===== src/rtl/regfile_pkg.sv =====
// Shared defaults and FSM encoding for the register file access controller.
// No logic, no latency.
// No flow control of its own; consumers handle backpressure.
package regfile_pkg;

    localparam int DEF_WORD_SIZE     = 64;
    localparam int DEF_REG_ADDR_SIZE = 4;

    typedef enum logic [1:0] {
        ST_IDLE = 2'd0,
        ST_READ = 2'd1,
        ST_OUT  = 2'd2
    } rf_state_e;

endpackage


===== src/rtl/regfile_scoreboard.sv =====
// Busy-bit scoreboard of in-flight destination registers with hazard query.
// Hazard is combinational; busy bits update at the next rising edge.
// No backpressure: set and clear are always taken, set wins on collision.
module regfile_scoreboard #(
    parameter int ADDR_W = 4
) (
    input  logic              clk,
    input  logic              rst_n,
    input  logic              set_en,
    input  logic [ADDR_W-1:0] set_addr,
    input  logic              clr_en,
    input  logic [ADDR_W-1:0] clr_addr,
    input  logic [ADDR_W-1:0] q_rs1,
    input  logic [ADDR_W-1:0] q_rs2,
    input  logic [ADDR_W-1:0] q_rd,
    input  logic              q_wr,
    output logic              hazard
);

    localparam int NREG = 1 << ADDR_W;

    logic [NREG-1:0] busy_q;
    logic [NREG-1:0] busy_d;
    logic [NREG-1:0] set_mask;
    logic [NREG-1:0] clr_mask;
    logic [NREG-1:0] busy_eff;

    always_comb begin
        set_mask = '0;
        clr_mask = '0;
        if (set_en) set_mask[set_addr] = 1'b1;
        if (clr_en) clr_mask[clr_addr] = 1'b1;
        // A register retiring this cycle is already written by the next read.
        busy_eff  = busy_q & ~clr_mask;
        busy_d    = busy_eff | set_mask;
        busy_d[0] = 1'b0;
        hazard    = busy_eff[q_rs1] | busy_eff[q_rs2] | (q_wr & busy_eff[q_rd]);
    end

    always_ff @(posedge clk or negedge rst_n) begin
        if (!rst_n) busy_q <= '0;
        else        busy_q <= busy_d;
    end

endmodule


===== src/rtl/regfile_access_ctrl.sv =====
// Decode-to-execute register file access: scoreboard, read sequencing, operand output.
// Accept at edge N gives op_valid from edge N+2; one request per two cycles.
// iss_ready drops on hazard or while operands wait on op_ready; writeback never stalls.
module regfile_access_ctrl
    import regfile_pkg::*;
#(
    parameter int WORD_SIZE     = DEF_WORD_SIZE,
    parameter int REG_ADDR_SIZE = DEF_REG_ADDR_SIZE
) (
    input  logic                     clk,
    input  logic                     rst_n,
    input  logic                     iss_valid,
    output logic                     iss_ready,
    input  logic [REG_ADDR_SIZE-1:0] iss_rs1,
    input  logic [REG_ADDR_SIZE-1:0] iss_rs2,
    input  logic [REG_ADDR_SIZE-1:0] iss_rd,
    input  logic                     iss_wr,
    output logic                     op_valid,
    input  logic                     op_ready,
    output logic [WORD_SIZE-1:0]     op_a,
    output logic [WORD_SIZE-1:0]     op_b,
    output logic [REG_ADDR_SIZE-1:0] op_rd,
    output logic                     op_wr,
    input  logic                     wb_valid,
    input  logic [REG_ADDR_SIZE-1:0] wb_rd,
    input  logic [WORD_SIZE-1:0]     wb_data,
    output logic                     rf_en,
    output logic [REG_ADDR_SIZE-1:0] rf_write,
    output logic [WORD_SIZE-1:0]     rf_data,
    output logic [REG_ADDR_SIZE-1:0] rf_r1,
    output logic [REG_ADDR_SIZE-1:0] rf_r2,
    input  logic [WORD_SIZE-1:0]     rf_out1,
    input  logic [WORD_SIZE-1:0]     rf_out2
);

    rf_state_e                state_q, state_d;
    logic                     en_q, en_d;
    logic [REG_ADDR_SIZE-1:0] rf_r1_q, rf_r1_d;
    logic [REG_ADDR_SIZE-1:0] rf_r2_q, rf_r2_d;
    logic [REG_ADDR_SIZE-1:0] op_rd_q, op_rd_d;
    logic                     op_wr_q, op_wr_d;
    logic [WORD_SIZE-1:0]     op_a_q, op_a_d;
    logic [WORD_SIZE-1:0]     op_b_q, op_b_d;
    logic                     hazard;
    logic                     accept;

    regfile_scoreboard #(
        .ADDR_W (REG_ADDR_SIZE)
    ) u_sb (
        .clk      (clk),
        .rst_n    (rst_n),
        .set_en   (accept && iss_wr),
        .set_addr (iss_rd),
        .clr_en   (wb_valid),
        .clr_addr (wb_rd),
        .q_rs1    (iss_rs1),
        .q_rs2    (iss_rs2),
        .q_rd     (iss_rd),
        .q_wr     (iss_wr),
        .hazard   (hazard)
    );

    // en_q keeps the port quiet for the first cycle out of reset.
    always_comb begin
        iss_ready = 1'b0;
        case (state_q)
            ST_IDLE: iss_ready = en_q && !hazard;
            ST_OUT:  iss_ready = en_q && op_ready && !hazard;
            default: iss_ready = 1'b0;
        endcase
    end

    assign accept = iss_valid && iss_ready;

    always_comb begin
        state_d = state_q;
        en_d    = 1'b1;
        rf_r1_d = rf_r1_q;
        rf_r2_d = rf_r2_q;
        op_rd_d = op_rd_q;
        op_wr_d = op_wr_q;
        op_a_d  = op_a_q;
        op_b_d  = op_b_q;
        // Read addresses are loaded at accept so they are stable for the whole READ cycle.
        if (accept) begin
            rf_r1_d = iss_rs1;
            rf_r2_d = iss_rs2;
            op_rd_d = iss_rd;
            op_wr_d = iss_wr;
        end
        case (state_q)
            ST_IDLE: if (accept) state_d = ST_READ;
            ST_READ: begin
                state_d = ST_OUT;
                op_a_d  = (rf_r1_q == '0) ? '0 : rf_out1;
                op_b_d  = (rf_r2_q == '0) ? '0 : rf_out2;
            end
            ST_OUT:  if (op_ready) state_d = accept ? ST_READ : ST_IDLE;
            default: state_d = ST_IDLE;
        endcase
    end

    always_ff @(posedge clk or negedge rst_n) begin
        if (!rst_n) begin
            state_q <= ST_IDLE;
            en_q    <= 1'b0;
            rf_r1_q <= '0;
            rf_r2_q <= '0;
            op_rd_q <= '0;
            op_wr_q <= 1'b0;
            op_a_q  <= '0;
            op_b_q  <= '0;
        end else begin
            state_q <= state_d;
            en_q    <= en_d;
            rf_r1_q <= rf_r1_d;
            rf_r2_q <= rf_r2_d;
            op_rd_q <= op_rd_d;
            op_wr_q <= op_wr_d;
            op_a_q  <= op_a_d;
            op_b_q  <= op_b_d;
        end
    end

    assign op_valid = (state_q == ST_OUT);
    assign op_a     = op_a_q;
    assign op_b     = op_b_q;
    assign op_rd    = op_rd_q;
    assign op_wr    = op_wr_q;
    assign rf_en    = en_q;
    assign rf_r1    = rf_r1_q;
    assign rf_r2    = rf_r2_q;
    assign rf_write = (wb_valid && wb_rd != '0) ? wb_rd : '0;
    assign rf_data  = wb_data;

endmodule


===== config.mk =====
export PLATFORM = sky130hd
export DESIGN_NAME = regfile_access_ctrl
export DESIGN_NICKNAME = d
export VERILOG_FILES = /design/src/rtl/regfile_pkg.sv /design/src/rtl/regfile_scoreboard.sv /design/src/rtl/regfile_access_ctrl.sv
export SDC_FILE = /design/constraint.sdc
export NUM_CORES = 1
export LEC_CHECK = 0
export ABC_AREA = 1
export CAP_MARGIN = 20
export CORE_AREA = 4 4 161 163
export CTS_CLUSTER_SIZE = 8
export DETAILED_ROUTE_END_ITERATION = 8
export DIE_AREA = 0 0 165 167
export MAX_ROUTING_LAYER = met4
export PLACE_DENSITY = 0.69
export SETUP_SLACK_MARGIN = 0.05
export SLEW_MARGIN = 15
export SYNTH_ARGS = -nofsm -noshare
export SYNTH_HDL_FRONTEND = slang
export SYNTH_HIERARCHICAL = 1
export SYNTH_SLANG_ARGS = --single-unit
export TNS_END_PERCENT = 50

===== constraint.sdc =====
create_clock -name clk -period 2.7 [get_ports clk]
set_clock_uncertainty 0.2 [all_clocks]
set_input_delay 0.675 -clock clk [delete_from_list [all_inputs] [get_ports clk]]
set_output_delay 0.675 -clock clk [all_outputs]
set_load 0.1 [all_outputs]

==> results of run 1 <==
Yosys cell counts:
cell type  number
nor2_4          5
conb_1          1
nor2_2          2
o21ai_1         1
buf_4          83
nand3_2         3
nor2_1         30
dfrtp_1       159
nand2_2         5
inv_1          33
inv_2           4
clkbuf_1        3
o21ai_0        17
nand3_1       189
clkinv_1        1
nand4_1        13
nand2_1       351
buf_2          24
cell families (layout without fill, tap and decap cells):
family / Yosys count / count (layout) / synth area share, %
other: 1 / 1 / 0.04962
and+or+nand+nor: 598 / 598 / 34.24
buffers and inverters: 148 / 425 / 11.87
AOI/OAI and AO/OA: 18 / 18 / 1.192
DFF: 159 / 159 / 52.65
repair_timing:
item / in CTS / in global routing
cloned: 1 / 0
hold buffers: 1 / 0
setup endpoints to repair: 33 / 29
gates resized for setup: 77 / 29
pin swaps: 14 / 17
endpoints found under the hold margin: 4 / 0
buffers inserted: 7 / 3
routing by layer:
metal  global-route usage [%]  vias up
met5                        -        -
met4                    3.978        0
met3                    4.449       28
met2                    28.14      259
met1                    22.71     3411
li1                         -     3433
flip-flops by register name (all words and copies together), names as in the netlist:
register,cells
state_q,2
op_b,64
rf_r2,4
rf_en,1
u_sb/busy_q,15
op_a,64
op_wr,1
op_rd,4
rf_r1,4
power by group through the flow:
stage | clock [mW] | sequential (mW) | combinational [mW]
2_1_floorplan | 0 | 10.3 | 1.62
3_3_place_gp | 0 | 3.81 | 10.0
3_5_place_dp | 0 | 3.84 | 10.1
4_1_cts | 2.56 | 3.81 | 10.1
5_1_grt | 2.67 | 3.93 | 10.4
6_report | 2.48 | 3.80 | 10.0
path summary, 6_finish.rpt:
kind / start / to / cells past startpoint
worst max-delay path: wb_rd[2] / iss_ready / 15
worst min-delay path: op_rd[0]$_DFFE_PN0N_ / op_rd[0]$_DFFE_PN0N_ / 2
worst max register to register: u_sb/busy_q[5]$_DFF_PN0_ / u_sb/busy_q[12]$_DFF_PN0_ / 16
worst min register to register: op_rd[0]$_DFFE_PN0N_ / op_rd[0]$_DFFE_PN0N_ / 2
max in group asynchronous: rst_n / op_a[53]$_DFFE_PN0N_ / 3
min in group asynchronous: rst_n / op_b[50]$_DFFE_PN0N_ / 2
through the flow:
stage	instance area, sq um	instances	hold WS, ns	setup TNS (ns)
2_1_floorplan	7595	924	0.1794	-1.109
3_3_place_gp	10340	1481	0.2599	-22.75
4_1_cts	11130	1522	0.2786	-0.3754
3_5_place_dp	10340	1481	0.2618	-23.30
6_report	11230	1525	0.2728	-0.4437
5_1_grt	11230	1525	0.2987	-0.5342
worst max-delay path: stages:
cell and delay (ns):
buf_12 0.11, buf_6 0.11, nor2_4 0.20, nand2_2 0.12
buf_4 0.14, nand3_1 0.07, nand3_1 0.10, nand3_2 0.10
nand3_1 0.07, nand3_1 0.07, nand2_1 0.08, nor2_4 0.12
nand2_4 0.06, clkinvlp_4 0.07, buf_12 0.16
layout make-up:
type	instances	area [sq um]	share of cell area (%)
sequential	159	3979	35.44
timing repair buffer	355	3209	28.59
multi-input combinational	617	2882	25.67
clock buffer	18	429.2	3.823
tap	324	405.4	3.611
clock inverter	14	172.7	1.538
inverter	38	148.9	1.326
==> impl_summary.log, run 1 <==
INFO  metric mostFrequentLayoutCell = nand2_1
INFO  metric power.switching = 9.747 mW
INFO  metric clockRootBuffer = clkbuf_16
INFO  metric io_pins = 426
INFO  metric outcome = complete, but fails checks
INFO  metric synth.cell_area = 7557 sq um
INFO  metric timing.final.max_slew_violations = 0
INFO  metric detailed_place_hpwl = 17.64 mm
INFO  metric worst_path_required = 1.82 ns
INFO  metric violations_in_the_final_reports = negative setup slack
INFO  metric finalSetupViolations = 1
INFO  metric clock_path_buffers = 2
INFO  metric setup_slack = -0.4437 ns
INFO  metric final_hold_viol_count = 0
INFO  metric final_layout_size_suffix_gt1_share = 25.48%
INFO  metric synth_seq_area_share = 52.65%
INFO  metric slew-limit-headroom = 53.29%
INFO  metric via_count = 7131
INFO  metric total_leakage_power = 5.724 nW
INFO  metric grt_start_max_net_pins = 129
INFO  metric worst-setup-path-type = input pin to output port
INFO  metric min_period = 3.144 ns
INFO  metric synth_area_leaders = dfrtp_1 (53%), nand2_1 (17%), nand3_1 (13%), buf_4 (8.2%), inv_1 (1.6%)
INFO  metric wl_met3 = 1.980 mm
INFO  metric p_total = 16.33 mW
INFO  metric globalplace.congestion = 0.8888
INFO  metric power.internal = 6.584 mW
INFO  metric cellPowerDensity = 1455 nW/um^2
INFO  metric port_buffers = 297
INFO  metric power.switching_fraction = 59.69%
INFO  metric filler_cell_count = 2368
INFO  metric layout_worst_path_cycle_share = 116.4%
INFO  metric holdCritPathClass = register to register
INFO  metric die_w = 165 um
INFO  metric synthCells = 924
INFO  metric final_antenna_net_count = 0
INFO  metric h-tree-depth = 4
INFO  metric groute.usage.overall = 17.66%
INFO  metric vdd.ir_drop.worst = 938.2 uV
INFO  metric design.die.area = 27560 sq um
INFO  metric max_clock_freq = 318.1 MHz
INFO  metric antenna_cells_inserted = 0
INFO  metric finalNetCount = 1402
INFO  metric clk_latency = 0.42 ns
INFO  metric synthesis.yosys.warnings = 6
INFO  metric synth_cell_type_count = 18
INFO  metric syn_avg_cell_area = 8.179 sq um
INFO  metric p_seq_share = 23.3%
INFO  metric clk_pin_slew = 0.06 ns
INFO  metric clock_power_share = 15.2%
INFO  metric synth_top_area_cell = dfrtp_1
INFO  metric timing_worst_slew_pin_value = 0.7007 ns
INFO  metric setup_repair_after_global_routing_missed_its_margin = yes
INFO  metric synth_nets = 1138
INFO  metric highest_count_cells_in_the_layout_ignoring_fill_and_taps = nand2_1 (332), buf_4 (192), nand3_1 (178)
INFO  metric dr.max_layer_used = met4
INFO  metric first_pass_iters = 5
INFO  metric netlist.area_leader.share = 52.65%
INFO  metric grt_overflow = 0
INFO  metric timing.max_cap.violations = 0
INFO  metric critical_path.endpoint_type = output port
INFO  metric avgRoutedWirePerCell = 16.22 um
INFO  metric crit_arrival = 2.27 ns
INFO  metric first_global_vias = 6914
INFO  metric synth.ff_latch_count = 159
INFO  metric viasPerCell = 4.676
INFO  metric tritoncts_num_sinks = 159
INFO  metric tritoncts.num_buffers = 17
INFO  metric power_frac_comb = 61.5%
INFO  metric post-route-drc-count = 0
INFO  metric total_wirelength = 24.73 mm
INFO  metric number_of_antenna_violations_at_the_first_check_in_global_routing = 0
INFO  metric ff2ff_setup_slack = 0.44 ns
INFO  metric cts_tree = done
INFO  metric critical_path_peak_fanout = 5
INFO  metric drt-met1-wl = 10.66 mm
INFO  metric die_height = 167 um
INFO  metric grt_first_pass_wirelength = 37.94 mm
INFO  metric core.rowCount = 57
INFO  metric start_kind = input pin
INFO  metric initialDrtViolationCount = 473
INFO  metric dpl_worst_slack = -0.8991 ns
INFO  metric area_growth = 48.54%
INFO  metric initial_core_util = 31.07%
INFO  metric final_util = 46.16%
INFO  metric area_of_the_core = 24320 sq um
INFO  metric detailroute.wirelength.met2 = 11.78 mm
Note: power is estimated with default switching activity, not from simulation.
==> run 2, diff against run 1 <==
--- a/config.mk
+++ b/config.mk
@@ -7,12 +7,12 @@
 export LEC_CHECK = 0
 export ABC_AREA = 1
 export CAP_MARGIN = 20
-export CORE_AREA = 4 4 161 163
+export CORE_AREA = 2 2 164 166
 export CTS_CLUSTER_SIZE = 8
 export DETAILED_ROUTE_END_ITERATION = 8
-export DIE_AREA = 0 0 165 167
+export DIE_AREA = 0 0 166 168
 export MAX_ROUTING_LAYER = met4
-export PLACE_DENSITY = 0.69
+export PLACE_DENSITY = 0.66
 export SETUP_SLACK_MARGIN = 0.05
 export SLEW_MARGIN = 15
 export SYNTH_ARGS = -nofsm -noshare
==> run 2 against run 1 <==
Compared with the run above: the run still ends with negative setup slack left; clock-buffer cell count is 1 lower; worst setup slack gained 0.028 ns; sequential share of layout area increased by 0.23 points; highest routed layer unchanged.
==> impl_summary.log, run 2 (same netlist as run 1, synthesis figures left out) <==
INFO  metric outcome = complete, but fails checks (unchanged)
INFO  metric violations_in_the_final_reports = negative setup slack (unchanged)
INFO  metric ff2ff_setup_slack = 0.40 ns (was 0.44 ns)
INFO  metric tritoncts.num_buffers = 17 (unchanged)
INFO  metric first_global_vias = 7034 (was 6914)
INFO  metric critical-path-top-delay-family = simple AND/OR/NAND/NOR gates (unchanged)
INFO  metric cellPowerDensity = 1460 nW/um^2 (was 1455 nW/um^2)
INFO  metric holdCritPathClass = register to register (unchanged)
INFO  metric final_antenna_net_count = 0 (unchanged)
INFO  metric total_leakage_power = 5.686 nW (was 5.724 nW)
INFO  metric regToRegStartpoint = u_sb/busy_q[5]$_DFF_PN0_ (unchanged)
INFO  metric core.rowCount = 60 (was 57)
INFO  metric crit_arrival = 2.24 ns (was 2.27 ns)
INFO  metric design.die.area = 27890 sq um (was 27560 sq um)
INFO  metric fin_area = 11150 sq um (was 11230 sq um)
INFO  metric reg2regPathDepth = 16 (unchanged)
INFO  metric p_total = 16.29 mW (was 16.33 mW)
INFO  metric final_layout_size_suffix_gt1_share = 24.40% (was 25.48%)
INFO  metric worst_path_largest_cell_delay = 0.19 ns (was 0.20 ns)
INFO  metric path_buf_inv = 3 (was 5)
INFO  metric path_cells = buf_6 -> nand2_4 -> nor2_4 -> nand2_2 -> nand3_1 -> nand2_1 -> nor2_2 -> nand2_1 -> nand3_1 -> nand2_1 -> nor2_1 -> nand2_1 -> nor2_4 -> nand2_4 -> clkinvlp_4 -> buf_12 (was buf_12 -> buf_6 -> nor2_4 -> nand2_2 -> buf_4 -> nand3_1 -> nand3_1 -> nand3_2 -> nand3_1 -> nand3_1 -> nand2_1 -> nor2_4 -> nand2_4 -> clkinvlp_4 -> buf_12)
INFO  metric groute.usage.overall = 18.24% (was 17.66%)
INFO  metric clk_pin_slew = 0.07 ns (was 0.06 ns)
INFO  metric finalHoldWorstSlack = 0.2738 ns (was 0.2728 ns)
INFO  metric clockRootBuffer = clkbuf_16 (unchanged)
INFO  metric worst_path_required = 1.82 ns (about the same)
INFO  metric setup_repair_after_global_routing_missed_its_margin = yes (unchanged)
INFO  metric setup_slack = -0.4159 ns (was -0.4437 ns)
INFO  metric timing.final.max_slew_violations = 0 (unchanged)
INFO  metric total_wirelength = 24.96 mm (was 24.73 mm)
INFO  metric area_growth = 47.60% (was 48.54%)
INFO  metric grt_overflow = 0 (unchanged)
INFO  metric timing.max_cap.violations = 0 (unchanged)
INFO  metric antenna_cells_inserted = 0 (unchanged)
INFO  metric die_w = 166 um (was 165 um)
INFO  metric highest_count_cells_in_the_layout_ignoring_fill_and_taps = nand2_1 (342), buf_4 (188), nand3_1 (185) (was nand2_1 (332), buf_4 (192), nand3_1 (178))
INFO  metric critical_path.slowest_cell = nor2_4 (unchanged)
INFO  metric final_hold_viol_count = 0 (unchanged)
INFO  metric critical_path_peak_fanout = 7 (was 5)
INFO  metric timing.critical_path.from = wb_valid (was wb_rd[2])
INFO  metric first_pass_iters = 5 (unchanged)
INFO  metric finish.cell_count_without_fillers = 1542 (was 1525)
INFO  metric timing_worst_slew_pin_value = 0.7668 ns (was 0.7007 ns)
INFO  metric vdd.ir_drop.worst = 1029 uV (was 938.2 uV)
INFO  metric mostFrequentLayoutCell = nand2_1 (unchanged)
INFO  metric viasPerCell = 4.623 (was 4.676)
INFO  metric cts_tree = done (unchanged)
INFO  metric number_of_antenna_violations_at_the_first_check_in_global_routing = 0 (unchanged)
INFO  metric finalNetCount = 1402 (unchanged)
INFO  metric cp-endpoint = iss_ready (unchanged)
INFO  metric post-place-cells = 1505 (was 1481)
INFO  metric io_pins = 426 (unchanged)
INFO  metric grt_first_pass_wirelength = 39.34 mm (was 37.94 mm)
INFO  metric finalSetupViolations = 1 (unchanged)
INFO  metric initialDrtViolationCount = 553 (was 473)
INFO  metric start_kind = input pin (unchanged)
INFO  metric dpl-instance-area = 10430 sq um (was 10340 sq um)
INFO  metric clock_path_buffers = 2 (unchanged)
INFO  metric layout_worst_path_cycle_share = 115.4% (was 116.4%)
INFO  metric worst-setup-path-type = input pin to output port (unchanged)
INFO  metric post-route-drc-count = 0 (unchanged)
INFO  metric critical-path-top-cell-by-count = nand2_1 (was nand3_1)
INFO  metric die_height = 168 um (was 167 um)
INFO  metric h-tree-depth = 4 (unchanged)
INFO  metric min_period = 3.116 ns (was 3.144 ns)
INFO  metric worst-path-stages = 16 (was 15)
INFO  metric critical_path.endpoint_type = output port (unchanged)
INFO  metric via_count = 7128 (was 7131)
INFO  metric clk_latency = 0.42 ns (about the same)
INFO  metric detailed_place_hpwl = 18.07 mm (was 17.64 mm)
INFO  metric initial_core_util = 28.68% (was 31.07%)
INFO  metric globalplace.congestion = 0.8777 (was 0.8888)
INFO  metric dpl_worst_slack = -0.9602 ns (was -0.8991 ns)
INFO  metric avgRoutedWirePerCell = 16.18 um (was 16.22 um)
INFO  metric tritoncts_num_sinks = 159 (unchanged)
INFO  metric max_clock_freq = 320.9 MHz (was 318.1 MHz)
INFO  metric area_of_the_core = 26350 sq um (was 24320 sq um)
INFO  metric slew-limit-headroom = 48.70% (was 53.29%)
INFO  metric port_buffers = 297 (unchanged)
INFO  metric r2r_end = u_sb/busy_q[3]$_DFF_PN0_ (was u_sb/busy_q[12]$_DFF_PN0_)
INFO  metric grt_start_max_net_pins = 67 (was 129)
-- run 2: cell type report --
class / instances / area, sq um
tap: 341 / 426.7
clock inverter: 15 / 163.9
inverter: 38 / 148.9
fill: 2613 / 15200
timing repair buffer: 355 / 3224
multi-input combinational: 617 / 2786
sequential: 159 / 3979
clock buffer: 17 / 425.4
-- run 2: routing by layer --
layer	vias up	GRT usage, %	part of all wire (%)
li1	3425	-	-
met1	3386	23.23	44
met2	270	28.41	48
met3	47	4.607	5.9
met4	0	6.238	2.5
met5	-	-	0
-- run 2: through the flow --
stage	TNS, ns	util [%]
after floorplan	-1.109	-
after global placement	-25.03	39.56
after detailed placement	-26.00	39.56
after CTS	-0.3840	42.22
after global routing	-0.5114	42.33
final	-0.4159	42.33
-- run 2: worst min path at each step --
stage | from | cells after the start | slack [ns] | to
floorplan | rst_n | 0 | 0.18 | op_a[0]$_DFFE_PN0N_
global placement | op_rd[1]$_DFFE_PN0N_ | 2 | 0.26 | op_rd[1]$_DFFE_PN0N_
detailed placement | op_rd[2]$_DFFE_PN0N_ | 2 | 0.26 | op_rd[2]$_DFFE_PN0N_
CTS | op_rd[2]$_DFFE_PN0N_ | 2 | 0.28 | op_rd[2]$_DFFE_PN0N_
global route | op_b[25]$_DFFE_PN0N_ | 2 | 0.30 | op_b[25]$_DFFE_PN0N_
finish | op_rd[2]$_DFFE_PN0N_ | 2 | 0.27 | op_rd[2]$_DFFE_PN0N_
-- run 2: worst min-delay path, stage by stage (launching register included) --
cell	delay (ns)
dfrtp_1	0.35
nand2_1	0.05
nand2_1	0.04
-- run 2: report_power, final --
part / leakage (nW) / switching [mW] / internal, mW
sequential: 2.00 / 0.527 / 3.28
clock: 0.286 / 1.13 / 1.32
combinational: 3.40 / 8.12 / 1.91
total: 5.69 / 9.78 / 6.51
-- run 2: what timing repair did --
item	CTS	global route
endpoints found under the hold margin	37	0
setup endpoints to repair	33	30
pin swaps	14	4
resized for setup	68	13
hold buffers	1	0
buffers inserted	4	0
==> run 3, diff against run 2 <==
--- a/config.mk
+++ b/config.mk
@@ -7,12 +7,12 @@
 export LEC_CHECK = 0
 export ABC_AREA = 1
 export CAP_MARGIN = 20
-export CORE_AREA = 2 2 164 166
+export CORE_AREA = 2 2 167 169
 export CTS_CLUSTER_SIZE = 8
 export DETAILED_ROUTE_END_ITERATION = 8
-export DIE_AREA = 0 0 166 168
+export DIE_AREA = 0 0 169 171
+export DONT_BUFFER_PORTS = 1
 export MAX_ROUTING_LAYER = met4
-export PLACE_DENSITY = 0.66
 export SETUP_SLACK_MARGIN = 0.05
 export SLEW_MARGIN = 15
 export SYNTH_ARGS = -nofsm -noshare
==> run 3 against run 2 <==
Compared with the run above: the run now fails in 5_2_route; synthesized area did not move; synthesized cell count did not move; global-route usage decreased by 3.2 points.
==> impl_summary.log, run 3 <==
INFO  metric worstEndpointGrtRepair = iss_ready
INFO  metric die_w = 169 um (was 166 um)
INFO  metric synth_common_cells = nand2_1 (351), nand3_1 (189), dfrtp_1 (159) (unchanged)
INFO  metric clockRootBuffer = clkbuf_16 (unchanged)
INFO  metric io_pins = 426 (unchanged)
INFO  metric stop_stage = 5_2_route
INFO  metric synthFlopType = dfrtp_1 (unchanged)
INFO  metric netlist.area_leader.share = 52.65% (unchanged)
INFO  metric syn_avg_cell_area = 8.179 sq um (unchanged)
INFO  metric synth_top_area_cell = dfrtp_1 (unchanged)
INFO  metric die_height = 171 um (was 168 um)
INFO  metric initial_core_util = 27.66% (was 28.68%)
INFO  metric synthCells = 924 (unchanged)
INFO  metric groute.usage.overall = 15.03% (was 18.24%)
INFO  metric grt_start_max_net_pins = 160 (was 67)
INFO  metric synthesis.yosys.warnings = 6 (unchanged)
INFO  metric post-place-cells = 1324 (was 1505)
INFO  metric detailed_place_hpwl = 15.62 mm (was 18.07 mm)
INFO  metric run.stop_error = [ERROR DRT-0255] Maze Route cannot find path of net wb_data[30] in worker of routeBox ( 144900 96600 ) ( 169000 144900 ).
INFO  metric grt_first_pass_wirelength = 32.70 mm (was 39.34 mm)
INFO  metric tritoncts.num_buffers = 17 (unchanged)
INFO  metric tritoncts_num_sinks = 159 (unchanged)
INFO  metric number_of_antenna_violations_at_the_first_check_in_global_routing = 0 (unchanged)
INFO  metric core.rowCount = 61 (was 60)
INFO  metric synth_nets = 1138 (unchanged)
INFO  metric synth_async_sr_flop_share = 100.0% (unchanged)
INFO  metric grt_overflow = 0 (unchanged)
INFO  metric synth.ff_latch_count = 159 (unchanged)
INFO  metric synth_area_leaders = dfrtp_1 (53%), nand2_1 (17%), nand3_1 (13%), buf_4 (8.2%), inv_1 (1.6%) (unchanged)
INFO  metric first_global_vias = 5990 (was 7034)
INFO  metric synth_enable_flop_cells = 0 (unchanged)
INFO  metric clock_path_buffers = 2 (unchanged)
INFO  metric synth_seq_area_share = 52.65% (unchanged)
INFO  metric worst_path_end_type = primary output
INFO  metric synth.cell_area = 7557 sq um (unchanged)
INFO  metric outcome = stopped before the end (was complete, but fails checks)
INFO  metric synth_cell_type_count = 18 (unchanged)
INFO  metric h-tree-depth = 4 (unchanged)
INFO  metric globalplace.congestion = 0.9132 (was 0.8777)
INFO  metric port_buffers = 0 (was 297)
INFO  metric synth_most_common_cell = nand2_1 (unchanged)
run 3: cell counts after synthesis:
No cell type changed its count.
run 3: stage by stage:
stage	TNS (ns)	instance area, sq um	setup WS, ns
CTS	-0.1975	9251	-0.1975
detailed placement	-5.783	8568	-0.3203
global route	-0.3718	9259	-0.3718
floorplan	-1.109	7595	-0.4106
global placement	-4.957	8568	-0.3062
run 3: what timing repair did:
action	4_1_cts	5_1_grt
setup buffers	2	0
pin swaps	8	4
endpoints found under the setup margin	1	1
hold endpoints to repair	159	159
gates resized for setup	18	3
run 3: cell families after synthesis:
group	after synthesis	synth area share, %
AOI/OAI and AO/OA	18	1.192
other	1	0.04962
and+or+nand+nor	598	34.24
buffers and inverters	148	11.87
DFF	159	52.65
run 3: routing by layer:
metal	track usage, %
met1	17.07
met2	24.47
met3	5.066
met4	6.169
met5	-
==> run 4, diff against run 3 <==
--- a/config.mk
+++ b/config.mk
@@ -8,12 +8,10 @@
 export ABC_AREA = 1
 export CAP_MARGIN = 20
 export CORE_AREA = 2 2 167 169
-export CTS_CLUSTER_SIZE = 8
 export DETAILED_ROUTE_END_ITERATION = 8
 export DIE_AREA = 0 0 169 171
 export DONT_BUFFER_PORTS = 1
-export MAX_ROUTING_LAYER = met4
-export SETUP_SLACK_MARGIN = 0.05
+export PLACE_DENSITY_LB_ADDON = 0.15
 export SLEW_MARGIN = 15
 export SYNTH_ARGS = -nofsm -noshare
 export SYNTH_HDL_FRONTEND = slang
==> constraint.sdc (replaced) <==
create_clock -name clk -period 3.5 [get_ports clk]
set_clock_uncertainty 0.2 [all_clocks]
set_input_delay 0.875 -clock clk [delete_from_list [all_inputs] [get_ports clk]]
set_output_delay 0.875 -clock clk [all_outputs]
set_load 0.1 [all_outputs]
==> run 4 against run 3 <==
Compared with the run above: global-route usage decreased by 0.39 points; the flow now finishes, with violations (negative hold slack).
==> impl_summary.log, run 4 (same netlist as run 1, synthesis figures left out) <==
INFO  metric outcome = complete, but fails checks (was stopped before the end)
INFO  metric violations_in_the_final_reports = negative hold slack
INFO  metric min_period = 3.329 ns
INFO  metric final_antenna_net_count = 0
INFO  metric design.die.area = 28900 sq um
INFO  metric first_global_vias = 5563 (was 5990)
INFO  metric timing.max_cap.violations = 0
INFO  metric initial_core_util = 27.66% (unchanged)
INFO  metric first_pass_iters = 7
INFO  metric finalSetupViolations = 0
INFO  metric ff2ff_setup_slack = 0.98 ns
INFO  metric dpl_worst_slack = 0.08574 ns (was -0.3203 ns)
INFO  metric via_count = 5852
INFO  metric tritoncts_num_sinks = 159 (unchanged)
INFO  metric number_of_antenna_violations_at_the_first_check_in_global_routing = 0 (unchanged)
INFO  metric viasPerCell = 4.805
INFO  metric clk_latency = 0.43 ns
INFO  metric finalNetCount = 1073
INFO  metric antenna_cells_inserted = 0
INFO  metric timing.final.max_slew_violations = 0
INFO  metric initialDrtViolationCount = 373
INFO  metric cp-endpoint = iss_ready
INFO  metric detailed_place_hpwl = 15.14 mm (was 15.62 mm)
INFO  metric layout_worst_path_cycle_share = 95.11%
INFO  metric holdCritPathClass = input pin to async pin
INFO  metric area_growth = 7.003%
INFO  metric slew-limit-headroom = 35.52%
INFO  metric io_pins = 426 (unchanged)
INFO  metric clock_path_buffers = 2 (unchanged)
INFO  metric clockRootBuffer = clkbuf_16 (unchanged)
INFO  metric area_of_the_core = 27320 sq um
INFO  metric critical_path.endpoint_type = output port
INFO  metric regToRegStartpoint = u_sb/busy_q[6]$_DFF_PN0_
INFO  metric port_buffers = 0 (unchanged)
INFO  metric highest_count_cells_in_the_layout_ignoring_fill_and_taps = nand2_1 (344), nand3_1 (189), dfrtp_1 (159)
INFO  metric globalplace.congestion = 0.8288 (was 0.9132)
INFO  metric die_w = 169 um (unchanged)
INFO  metric start_kind = input pin
INFO  metric final_layout_size_suffix_gt1_share = 10.44%
INFO  metric core.rowCount = 61 (unchanged)
INFO  metric cts.repair_timing.setup_buffer_count = 0 (was 2)
INFO  metric worst-setup-path-type = input pin to output port
INFO  metric setup_repair_after_global_routing_missed_its_margin = no
INFO  metric r2r_end = u_sb/busy_q[15]$_DFF_PN0_
INFO  metric h-tree-depth = 4 (unchanged)
INFO  metric filler_cell_count = 2920
INFO  metric grt_start_max_net_pins = 160 (unchanged)
INFO  metric tritoncts.num_buffers = 17 (unchanged)
INFO  metric cts_tree = done
INFO  metric clk_pin_slew = 0.07 ns
INFO  metric timing_worst_slew_pin_value = 0.9673 ns
INFO  metric critical_path_peak_fanout = 6
INFO  metric grt_first_pass_wirelength = 32.72 mm (was 32.70 mm)
INFO  metric setup_slack = 0.1712 ns
INFO  metric max_clock_freq = 300.4 MHz
INFO  metric crit_arrival = 2.25 ns
INFO  metric reg2regPathDepth = 15
INFO  metric post-route-drc-count = 0
INFO  metric total_wirelength = 22.06 mm
INFO  metric worst_path_required = 2.42 ns
INFO  metric grt_overflow = 0 (unchanged)
INFO  metric avgRoutedWirePerCell = 18.11 um
INFO  metric final_hold_viol_count = 130
INFO  metric finalHoldWorstSlack = -0.05888 ns
INFO  metric mostFrequentLayoutCell = nand2_1
INFO  metric timing.critical_path.from = wb_rd[1]
INFO  metric groute.usage.overall = 14.64% (was 15.03%)
INFO  metric die_height = 171 um (unchanged)
-- run 4: final cells by class --
type	instances	area, sq um	share of cell area (%)
sequential	159	3979	49.20
multi-input combinational	617	2740	33.89
tap	346	432.9	5.354
clock buffer	17	425.4	5.261
timing repair buffer	26	232.7	2.878
inverter	38	148.9	1.841
clock inverter	15	127.6	1.578
-- run 4: worst min-delay path by stage --
stage,to,slack (ns),cells after the start
global route,op_a[11]$_DFFE_PN0N_,-0.09,0
floorplan,u_sb/busy_q[15]$_DFF_PN0_,0.29,2
CTS,op_a[11]$_DFFE_PN0N_,-0.09,0
detailed placement,rf_r2[1]$_DFFE_PN0N_,0.31,2
global placement,rf_r2[1]$_DFFE_PN0N_,0.29,2
finish,op_a[8]$_DFFE_PN0N_,-0.06,0
-- run 4: per-layer routing --
metal	up-vias	global-route usage [%]	wire length (um)
li1	2775	-	-
met1	2797	17.58	8787
met2	247	23.81	10690
met3	33	5.482	2099
met4	0	5.871	479
met5	-	0	0
-- run 4: worst max-delay path: stages --
cell        delay (ns)
inv_1             0.05
nor2_4            0.13
nand3_1           0.16
nand2_1           0.11
nand2_1           0.05
nand3_1           0.06
nand2_1           0.05
nand3_1           0.07
nand2_1           0.05
nor2_1            0.11
nand2_1           0.10
nor2_4            0.11
nand2_4           0.06
clkinvlp_4        0.07
buf_12            0.16
-- run 4: through the flow --
stage | instances | instance area [sq um] | TNS [ns] | utilization [%]
after CTS | 1218 | 8060 | 0 | 29.50
final | 1218 | 8087 | 0 | 29.60
after floorplan | 924 | 7592 | -0.01059 | -
after detailed placement | 1186 | 7507 | 0 | 27.47
after global routing | 1218 | 8087 | 0 | 29.60
after global placement | 1186 | 7507 | 0 | 27.47
-- run 4: repair_timing --
action                                 in CTS  in global routing
resized for setup                           0                  7
setup endpoints to repair                   0                  1
endpoints found under the hold margin     159                159
Power of run 4 is not shown: default switching activity piles up to over one toggle a cycle in this logic, so the estimate is an artifact.
